`config.mk`:
```
export PLATFORM = sky130hd
export DESIGN_NAME = mips_muldiv
export DESIGN_NICKNAME = d
export VERILOG_FILES = /design/src/rtl/mips_muldiv.sv
export SDC_FILE = /design/constraint.sdc
export NUM_CORES = 1
export LEC_CHECK = 0
export CORE_MARGIN = 1
export CORE_UTILIZATION = 45
export CTS_CLUSTER_DIAMETER = 40
export DETAILED_ROUTE_END_ITERATION = 8
export PLACE_DENSITY_LB_ADDON = 0.25
export SLEW_MARGIN = 5
export SYNTH_ARGS = -nofsm -noshare
export SYNTH_HDL_FRONTEND = slang
export SYNTH_SLANG_ARGS = --single-unit
```
`constraint.sdc`:
```
create_clock -name i_clk -period 3.9 [get_ports i_clk]
set_input_delay 0.39 -clock i_clk [delete_from_list [all_inputs] [get_ports i_clk]]
set_output_delay 0.39 -clock i_clk [all_outputs]
set_load 0.01 [all_outputs]
```
`src/rtl/mips_muldiv.sv`:
```
// Iterative MIPS multiply/divide unit that owns the HI/LO registers.
// It runs one shift-add or restoring-divide step per cycle, then applies a sign fix-up cycle.
module mips_muldiv #(
  parameter int NB_DATA = 32,
  parameter int NB_OP   = 6,
  parameter int NB_CNT  = $clog2(NB_DATA) + 1
) (
  input  logic               i_clk,
  input  logic               i_rst,
  input  logic               i_start,
  input  logic [NB_OP-1:0]   i_op,
  input  logic [NB_DATA-1:0] i_datoA,
  input  logic [NB_DATA-1:0] i_datoB,
  output logic [NB_DATA-1:0] o_hi,
  output logic [NB_DATA-1:0] o_lo,
  output logic               o_busy,
  output logic               o_done
);

  localparam logic [NB_OP-1:0] OP_MULT  = NB_OP'(6'b011000);
  localparam logic [NB_OP-1:0] OP_MULTU = NB_OP'(6'b011001);
  localparam logic [NB_OP-1:0] OP_DIV   = NB_OP'(6'b011010);
  localparam logic [NB_OP-1:0] OP_DIVU  = NB_OP'(6'b011011);
  localparam logic [NB_OP-1:0] OP_MTHI  = NB_OP'(6'b010001);
  localparam logic [NB_OP-1:0] OP_MTLO  = NB_OP'(6'b010011);

  typedef enum logic [1:0] {S_IDLE, S_CALC, S_FIX} state_t;

  state_t                  r_state;
  state_t                  w_state_nxt;
  logic [NB_CNT-1:0]       r_cnt;
  logic [2*NB_DATA-1:0]    r_acc;
  logic [NB_DATA-1:0]      r_opb;
  logic                    r_is_div;
  logic                    r_sgn_q;
  logic                    r_sgn_r;
  logic [NB_DATA-1:0]      r_hi;
  logic [NB_DATA-1:0]      r_lo;
  logic                    r_done;

  logic                    w_idle;
  logic                    w_is_mul;
  logic                    w_is_div;
  logic                    w_signed;
  logic                    w_accept;
  logic                    w_mthi;
  logic                    w_mtlo;
  logic                    w_sgn_a;
  logic                    w_sgn_b;
  logic [NB_DATA-1:0]      w_mag_a;
  logic [NB_DATA-1:0]      w_mag_b;
  logic [NB_DATA:0]        w_mul_sum;
  logic [NB_DATA:0]        w_div_shift;
  logic [NB_DATA+1:0]      w_div_diff;
  logic [2*NB_DATA-1:0]    w_acc_nxt;
  logic [2*NB_DATA-1:0]    w_prod;
  logic [NB_DATA-1:0]      w_hi_fix;
  logic [NB_DATA-1:0]      w_lo_fix;

  function automatic logic [NB_DATA-1:0] f_abs(input logic signed [NB_DATA-1:0] v,
                                               input logic                      is_signed);
    if (is_signed && (v < 0)) return -v;
    return v;
  endfunction

  function automatic logic [NB_DATA-1:0] f_fix_n(input logic [NB_DATA-1:0] v, input logic neg);
    return neg ? -v : v;
  endfunction

  function automatic logic [2*NB_DATA-1:0] f_fix_2n(input logic [2*NB_DATA-1:0] v, input logic neg);
    return neg ? -v : v;
  endfunction

  assign w_idle   = (r_state == S_IDLE);
  assign w_is_mul = (i_op == OP_MULT) || (i_op == OP_MULTU);
  assign w_is_div = (i_op == OP_DIV)  || (i_op == OP_DIVU);
  assign w_signed = (i_op == OP_MULT) || (i_op == OP_DIV);
  assign w_accept = w_idle && i_start && (w_is_mul || w_is_div);
  assign w_mthi   = w_idle && i_start && (i_op == OP_MTHI);
  assign w_mtlo   = w_idle && i_start && (i_op == OP_MTLO);
  assign w_sgn_a  = w_signed && i_datoA[NB_DATA-1];
  assign w_sgn_b  = w_signed && i_datoB[NB_DATA-1];
  assign w_mag_a  = f_abs(i_datoA, w_signed);
  assign w_mag_b  = f_abs(i_datoB, w_signed);

  always_ff @(posedge i_clk) begin
    if (i_rst) r_state <= S_IDLE;
    else       r_state <= w_state_nxt;
  end

  always_comb begin
    w_state_nxt = r_state;
    case (r_state)
      S_IDLE:  if (w_accept) w_state_nxt = S_CALC;
      S_CALC:  if (r_cnt == NB_CNT'(1)) w_state_nxt = S_FIX;
      S_FIX:   w_state_nxt = S_IDLE;
      default: w_state_nxt = S_IDLE;
    endcase
  end

  // One iteration: multiply adds into the upper half then shifts right;
  // divide shifts the next dividend bit into the remainder and trial-subtracts.
  always_comb begin
    w_mul_sum   = {1'b0, r_acc[2*NB_DATA-1:NB_DATA]} + (r_acc[0] ? {1'b0, r_opb} : '0);
    w_div_shift = r_acc[2*NB_DATA-1:NB_DATA-1];
    w_div_diff  = {1'b0, w_div_shift} - {2'b00, r_opb};
    if (r_is_div) begin
      if (!w_div_diff[NB_DATA+1]) w_acc_nxt = {w_div_diff[NB_DATA-1:0], r_acc[NB_DATA-2:0], 1'b1};
      else                        w_acc_nxt = {w_div_shift[NB_DATA-1:0], r_acc[NB_DATA-2:0], 1'b0};
    end else begin
      w_acc_nxt = {w_mul_sum, r_acc[NB_DATA-1:1]};
    end
  end

  always_comb begin
    w_prod = f_fix_2n(r_acc, r_sgn_q);
    if (r_is_div) begin
      w_hi_fix = f_fix_n(r_acc[2*NB_DATA-1:NB_DATA], r_sgn_r);
      w_lo_fix = f_fix_n(r_acc[NB_DATA-1:0], r_sgn_q);
    end else begin
      w_hi_fix = w_prod[2*NB_DATA-1:NB_DATA];
      w_lo_fix = w_prod[NB_DATA-1:0];
    end
  end

  // Operand capture at the accepting edge; the accumulator holds {0, multiplier} or {0, dividend}.
  always_ff @(posedge i_clk) begin
    if (w_accept) begin
      r_acc    <= {{NB_DATA{1'b0}}, (w_is_div ? w_mag_a : w_mag_b)};
      r_opb    <= w_is_div ? w_mag_b : w_mag_a;
      r_is_div <= w_is_div;
      r_sgn_q  <= w_sgn_a ^ w_sgn_b;
      r_sgn_r  <= w_sgn_a;
    end else if (r_state == S_CALC) begin
      r_acc    <= w_acc_nxt;
    end
  end

  always_ff @(posedge i_clk) begin
    if (i_rst) begin
      r_cnt  <= '0;
      r_hi   <= '0;
      r_lo   <= '0;
      r_done <= 1'b0;
    end else begin
      r_done <= 1'b0;
      case (r_state)
        S_IDLE: begin
          if (w_accept) r_cnt <= NB_CNT'(NB_DATA);
          if (w_mthi) begin
            r_hi   <= i_datoA;
            r_done <= 1'b1;
          end
          if (w_mtlo) begin
            r_lo   <= i_datoA;
            r_done <= 1'b1;
          end
        end
        S_CALC: r_cnt <= r_cnt - NB_CNT'(1);
        S_FIX: begin
          r_hi   <= w_hi_fix;
          r_lo   <= w_lo_fix;
          r_done <= 1'b1;
        end
        default: r_cnt <= '0;
      endcase
    end
  end

  assign o_hi   = r_hi;
  assign o_lo   = r_lo;
  assign o_busy = ~w_idle;
  assign o_done = r_done;

endmodule
```
* After elaboration in Yosys (flattened, before gate mapping) *
Cells that the tools add are included.

storage, ports and cells
  bits in registers = 172
  bits of input ports = 73
  output and inout bits = 66
  logic and storage cells = 86

cells by class
  $add $sub $neg = 8
  magnitude comparators = 2
  equal/unequal tests = 13
  muxes and demuxes = 30
  bitwise logic cells = 3
  reduce and logical (&&, ||, !) cells = 19

operators by type and width
  kind                 count
  $mux 32              15
  $mux 64              3
  $neg 32->32          4
  $pmux 32 s2          2
  $lt 32x1->1 const B  2
  $neg 64->64          1
  $eq 6x5->1 const B   6
  $sub 33x32->34       1
  $add 32x32->33       1
  $pmux 6 s3           1
  $logic_and 1x1->1    8
  $reduce_and 2->1     4
  $eq 6x1->1 const B   1
  $mux 6               1
  $ne 2x1->1 const B   3
  $sub 6x1->6 const B  1
  $logic_or 1x1->1     4
  $mux 1               4
  $mux 2               2
  $pmux 2 s2           1
  $reduce_bool 2->1    2
  $eq 2x1->1 const B   1
  $eq 2x2->1 const B   1
  $logic_not 2->1      1
  other kinds (4)      5

* Depth between registers and ports, before layout *
  depth after elaboration = 7
  gate-level depth with buffers = 14
  mapped depth without buffers = 12

* Least setup slack after synthesis *
Ideal clock, no wire load.

  path type = register -> register
  from = reg r_acc[0]
  to = reg r_acc[60]
  library setup time = 114 ps
  arrival = 3,074 ps
  slack = 711 ps
  stages on the path, launching flop included = 14
  buffers on the path = 1
  path through = edfxtp_1 -> inv_1 -> clkbuf_1 -> nor2_1 -> ha_1 -> o211ai_1 -> o21ai_0 -> o21ai_0 -> a31oi_1 -> nor2_1 -> o41ai_1 -> xor2_1 -> o22ai_1 -> a2111oi_0

between the ends
  word-level cells in the longest chain between the ends = 3

ends and longest elaborated chain
  element                 line  source
  start, declared         32    logic [2*NB_DATA-1:0] r_acc;
  start signal, assigned  129   r_acc <= {{NB_DATA{1'b0}}, (w_is_div ? w_mag_a : w_mag_b)};
  start signal, assigned  135   r_acc <= w_acc_nxt;
  $mux 32                 104   w_mul_sum = {1'b0, r_acc[2*NB_DATA-1:NB_DATA]} + (r_acc[0] ? {1'b0, r_opb} : '0);
  $add 32x32->33          104
  $mux 64                 107   if (r_is_div) begin

Every way passes these cells.
A chain may end at the register's enable or synchronous reset.

* Worst setup path in the final report *
Ends and elaborated chain as after synthesis.

==> flow_summary.json <==
{
  "status": "completed",
  "r2r_slack_ns": 0.28,
  "io_buffer_count": 138,
  "holdBufCountCts": 0,
  "first_pass_iters": 6,
  "power_density_mw_per_mm2": 450.2,
  "layout.nets": 2093,
  "die_area_mm2": 0.03310,
  "crit_required_ns": 4.25,
  "synth_top_area_share_pct": 14.43,
  "antenna_found_initial": 0,
  "min_period_ns": 3.619,
  "cp-end-kind": "flip-flop",
  "yosys.area.top_type": "dfxtp_1",
  "synthTopCellsByArea": "dfxtp_1, edfxtp_1, mux2i_1, xnor2_1, ha_1",
  "syn_to_final_growth_pct": 18.35,
  "crit_path_start": "r_acc[0]",
  "min_from": "r_cnt[5]",
  "final_antenna_net_count": 0,
  "ir_drop_v": 0.0003546,
  "hold_violations": 0,
  "crit_path_max_incr_delay_ns": 0.50,
  "syn_area_per_cell_um2": 7.961,
  "h-tree-depth": 4,
  "root_buffer": "clkbuf_16",
  "r2r_start": "r_acc[0]",
  "worstMarginPinSlew_ns": 1.119,
  "place_hpwl_um": 37830,
  "cp_data_arrival_time_ns": 3.97,
  "clock_sinks": 172,
  "grt_pass1_vias": 13967,
  "rsz0062_at_grt": "no",
  "core.rowCount": 65,
  "wirelength_um": 50440,
  "clk_pin_slew_ns": 0.07,
  "rr_endpoint": "r_acc[60]",
  "grt.overflow.total": 0,
  "gp_congestion": 0.9865,
  "p_leak_nw": 6.716,
  "synth-edff-count": 67,
  "wl_per_cell_um": 21.34,
  "core_mm2": 0.03172,
  "critPathTopFamily": "compound AO/OA/AOI/OAI gates",
  "die_y_um": 181.9,
  "clk_path_buf_depth": 2,
  "vias": 14723,
  "numCtsBuffers": 17,
  "grt_pass1_wl_um": 78330,
  "grt_max_degree": 93,
  "fin_skew_ns": 0.007710,
  "report.final.slew_viol_count": 0,
  "diodes": 0,
  "grt_usage_pct": 30.25,
  "start_util_pct": 45.93,
  "synth_cell_type_count": 78,
  "viasPerCell": 6.231,
  "pwr-share-clk_pct": 24.8,
  "p_seq_share_pct": 29.7,
  "fin_setup_tns_ns": 0,
  "cts_tree": "yes",
  "path_buf_inv": 2,
  "comb_power_share_pct": 45.6,
  "path_cells": "clkinvlp_4, buf_6, nor2_1, ha_1, o21ai_0, a211oi_2, nand2_1, a31oi_1, nor2_2, o41ai_1, xor2_1, o22ai_1, a2111oi_2",
  "drc": 0,
  "synth_area_mm2": 0.01457,
  "cpMaxStageDelayCell": "edfxtp_1",
  "yosysWarnings": 0,
  "drive_gt1_share_pct": 7.292,
  "switching_power_mw": 3.178,
  "switching_share_pct": 40.94,
  "total_power_mw": 7.762,
  "io_pins": 139,
  "clk_latency_ns": 0.45,
  "setup.worst_path.start_class": "flip-flop",
  "worst-path-stages": 13,
  "syn-instance-count": 1830,
  "drt_iter0_drc": 1346,
  "slew_headroom_pct": 25.38,
  "yosysSeqAreaShare_pct": 28.24,
  "rr_worst_depth": 13,
  "max_freq_mhz": 276.3,
  "intPower_mw": 4.584,
  "syn_nets": 1975,
  "cp-endpoint": "r_acc[60]",
  "crit_fanout": 23,
  "max_cap_violations": 0,
  "synth-main-ff-cell": "dfxtp_1",
  "period_share_pct": 92.80,
  "die_x_um": 181.9,
  "holdCritPathClass": "reg -> reg",
  "setup_viol_count_final": 0,
  "crit_type": "reg -> reg",
  "synth-seq-cells": 172,
  "ys_async_sr_fraction_pct": 0
}
## state kept, by name (all words and copies together) (netlist names)
name      flops
o_hi         32
o_lo         32
r_acc        64
r_state       2
r_sgn_r       1
r_cnt         6
r_is_div      1
o_done        1
r_sgn_q       1
r_opb        32
## power by group through the flow
stage	Sequential, mW	Clock (mW)	Combinational (mW)
after floorplan	2.28	0	2.38
after global placement	2.32	0	3.39
after detailed placement	2.32	0	3.41
after CTS	2.28	1.93	3.44
after global routing	2.31	2.01	3.86
final	2.30	1.92	3.54
## timing repair
action                     in CTS  in global routing
setup endpoints to repair       0                  1
resized for setup               0                  6
buffers inserted                0                  0
## through the flow
stage	area (um^2)	setup slack [ns]	std cells	hold slack, ns	util (%)
6_report	17240	0.2806	2363	0.4907	54.36
4_1_cts	17220	0.09569	2363	0.4973	54.29
3_3_place_gp	16580	0.2676	2331	0.4718	52.29
3_5_place_dp	16580	0.07262	2331	0.4808	52.29
2_1_floorplan	14570	0.7115	1830	0.4564	-
5_1_grt	17240	0.09578	2363	0.5412	54.36
## cell usage in the layout, fill, tap and decap left out, drive strengths merged, types with 9 or more instances in the layout
cell,Yosys,final
clkbuf,76,17
or4,11,11
xnor2,102,102
and2,9,9
or3,15,15
mux2i,130,130
clkdlybuf4s50,0,137
a211oi,61,61
o31ai,28,28
ha,70,70
and3,13,13
nor2,215,215
nor4,17,17
a31oi,26,26
nand3,40,40
nand2,164,164
o21ai,123,123
dfxtp,105,105
o41ai,14,14
nand2b,16,16
buf,25,63
edfxtp,67,67
o221ai,9,9
nor3,41,41
a21oi,167,167
inv,70,76
o211ai,12,12
a21o,19,19
o21bai,11,11
xor2,57,57
nor2b,11,11
## worst min-delay path: cells and delay by family (launching register included)
family / cells / cell delay [ns]
and+or+nand+nor: 1 / 0.07
AOI/OAI and AO/OA: 1 / 0.06
DFF: 1 / 0.33
## synth_stat cells, drive strengths merged (19+ instances only)
master / n
a31oi: 26
nand3: 40
a21oi: 167
inv: 70
o31ai: 28
edfxtp: 67
nor2: 215
xnor2: 102
a21o: 19
a211oi: 61
mux2i: 130
ha: 70
xor2: 57
buf: 25
nand2: 164
dfxtp: 105
nor3: 41
clkbuf: 76
o21ai: 123
## worst min-delay path by stage
stage | to | depth (start not counted) | slack [ns]
6_report | r_cnt[5] | 2 | 0.49
5_1_grt | r_cnt[4] | 2 | 0.54
4_1_cts | r_cnt[5] | 2 | 0.50
3_5_place_dp | r_cnt[5] | 2 | 0.48
3_3_place_gp | r_cnt[5] | 2 | 0.47
2_1_floorplan | r_cnt[5] | 2 | 0.46
## kinds of logic after synthesis
family	Yosys count	share of synthesized area, %
AOI/OAI and AO/OA	529	23.16
DFF	172	28.24
adders and majority gates	72	6.287
xor gates and xnor gates	159	9.559
muxes	137	9.474
buffers and inverters	171	4.509
and+or+nand+nor	590	18.78
## final cells by class
type,instances,area (um^2)
Timing Repair Buffer,200,1896
Inverter,70,266.5
Tap cell,402,503.0
Clock buffer,17,425.4
Clock inverter,15,210.2
Multi-Input combinational cell,1487,9827
Fill cell,2974,14480
Sequential cell,172,4114
## per-layer routing
| metal | share of wire, % | GRT usage [%] |
|---|---|---|
| met3 | 8.2 | 4.533 |
| met2 | 45 | 48.48 |
| met5 | 0 | 0 |
| met1 | 44 | 41.30 |
| met4 | 3.0 | 10.72 |
Note: power is estimated with default switching activity, not from simulation.
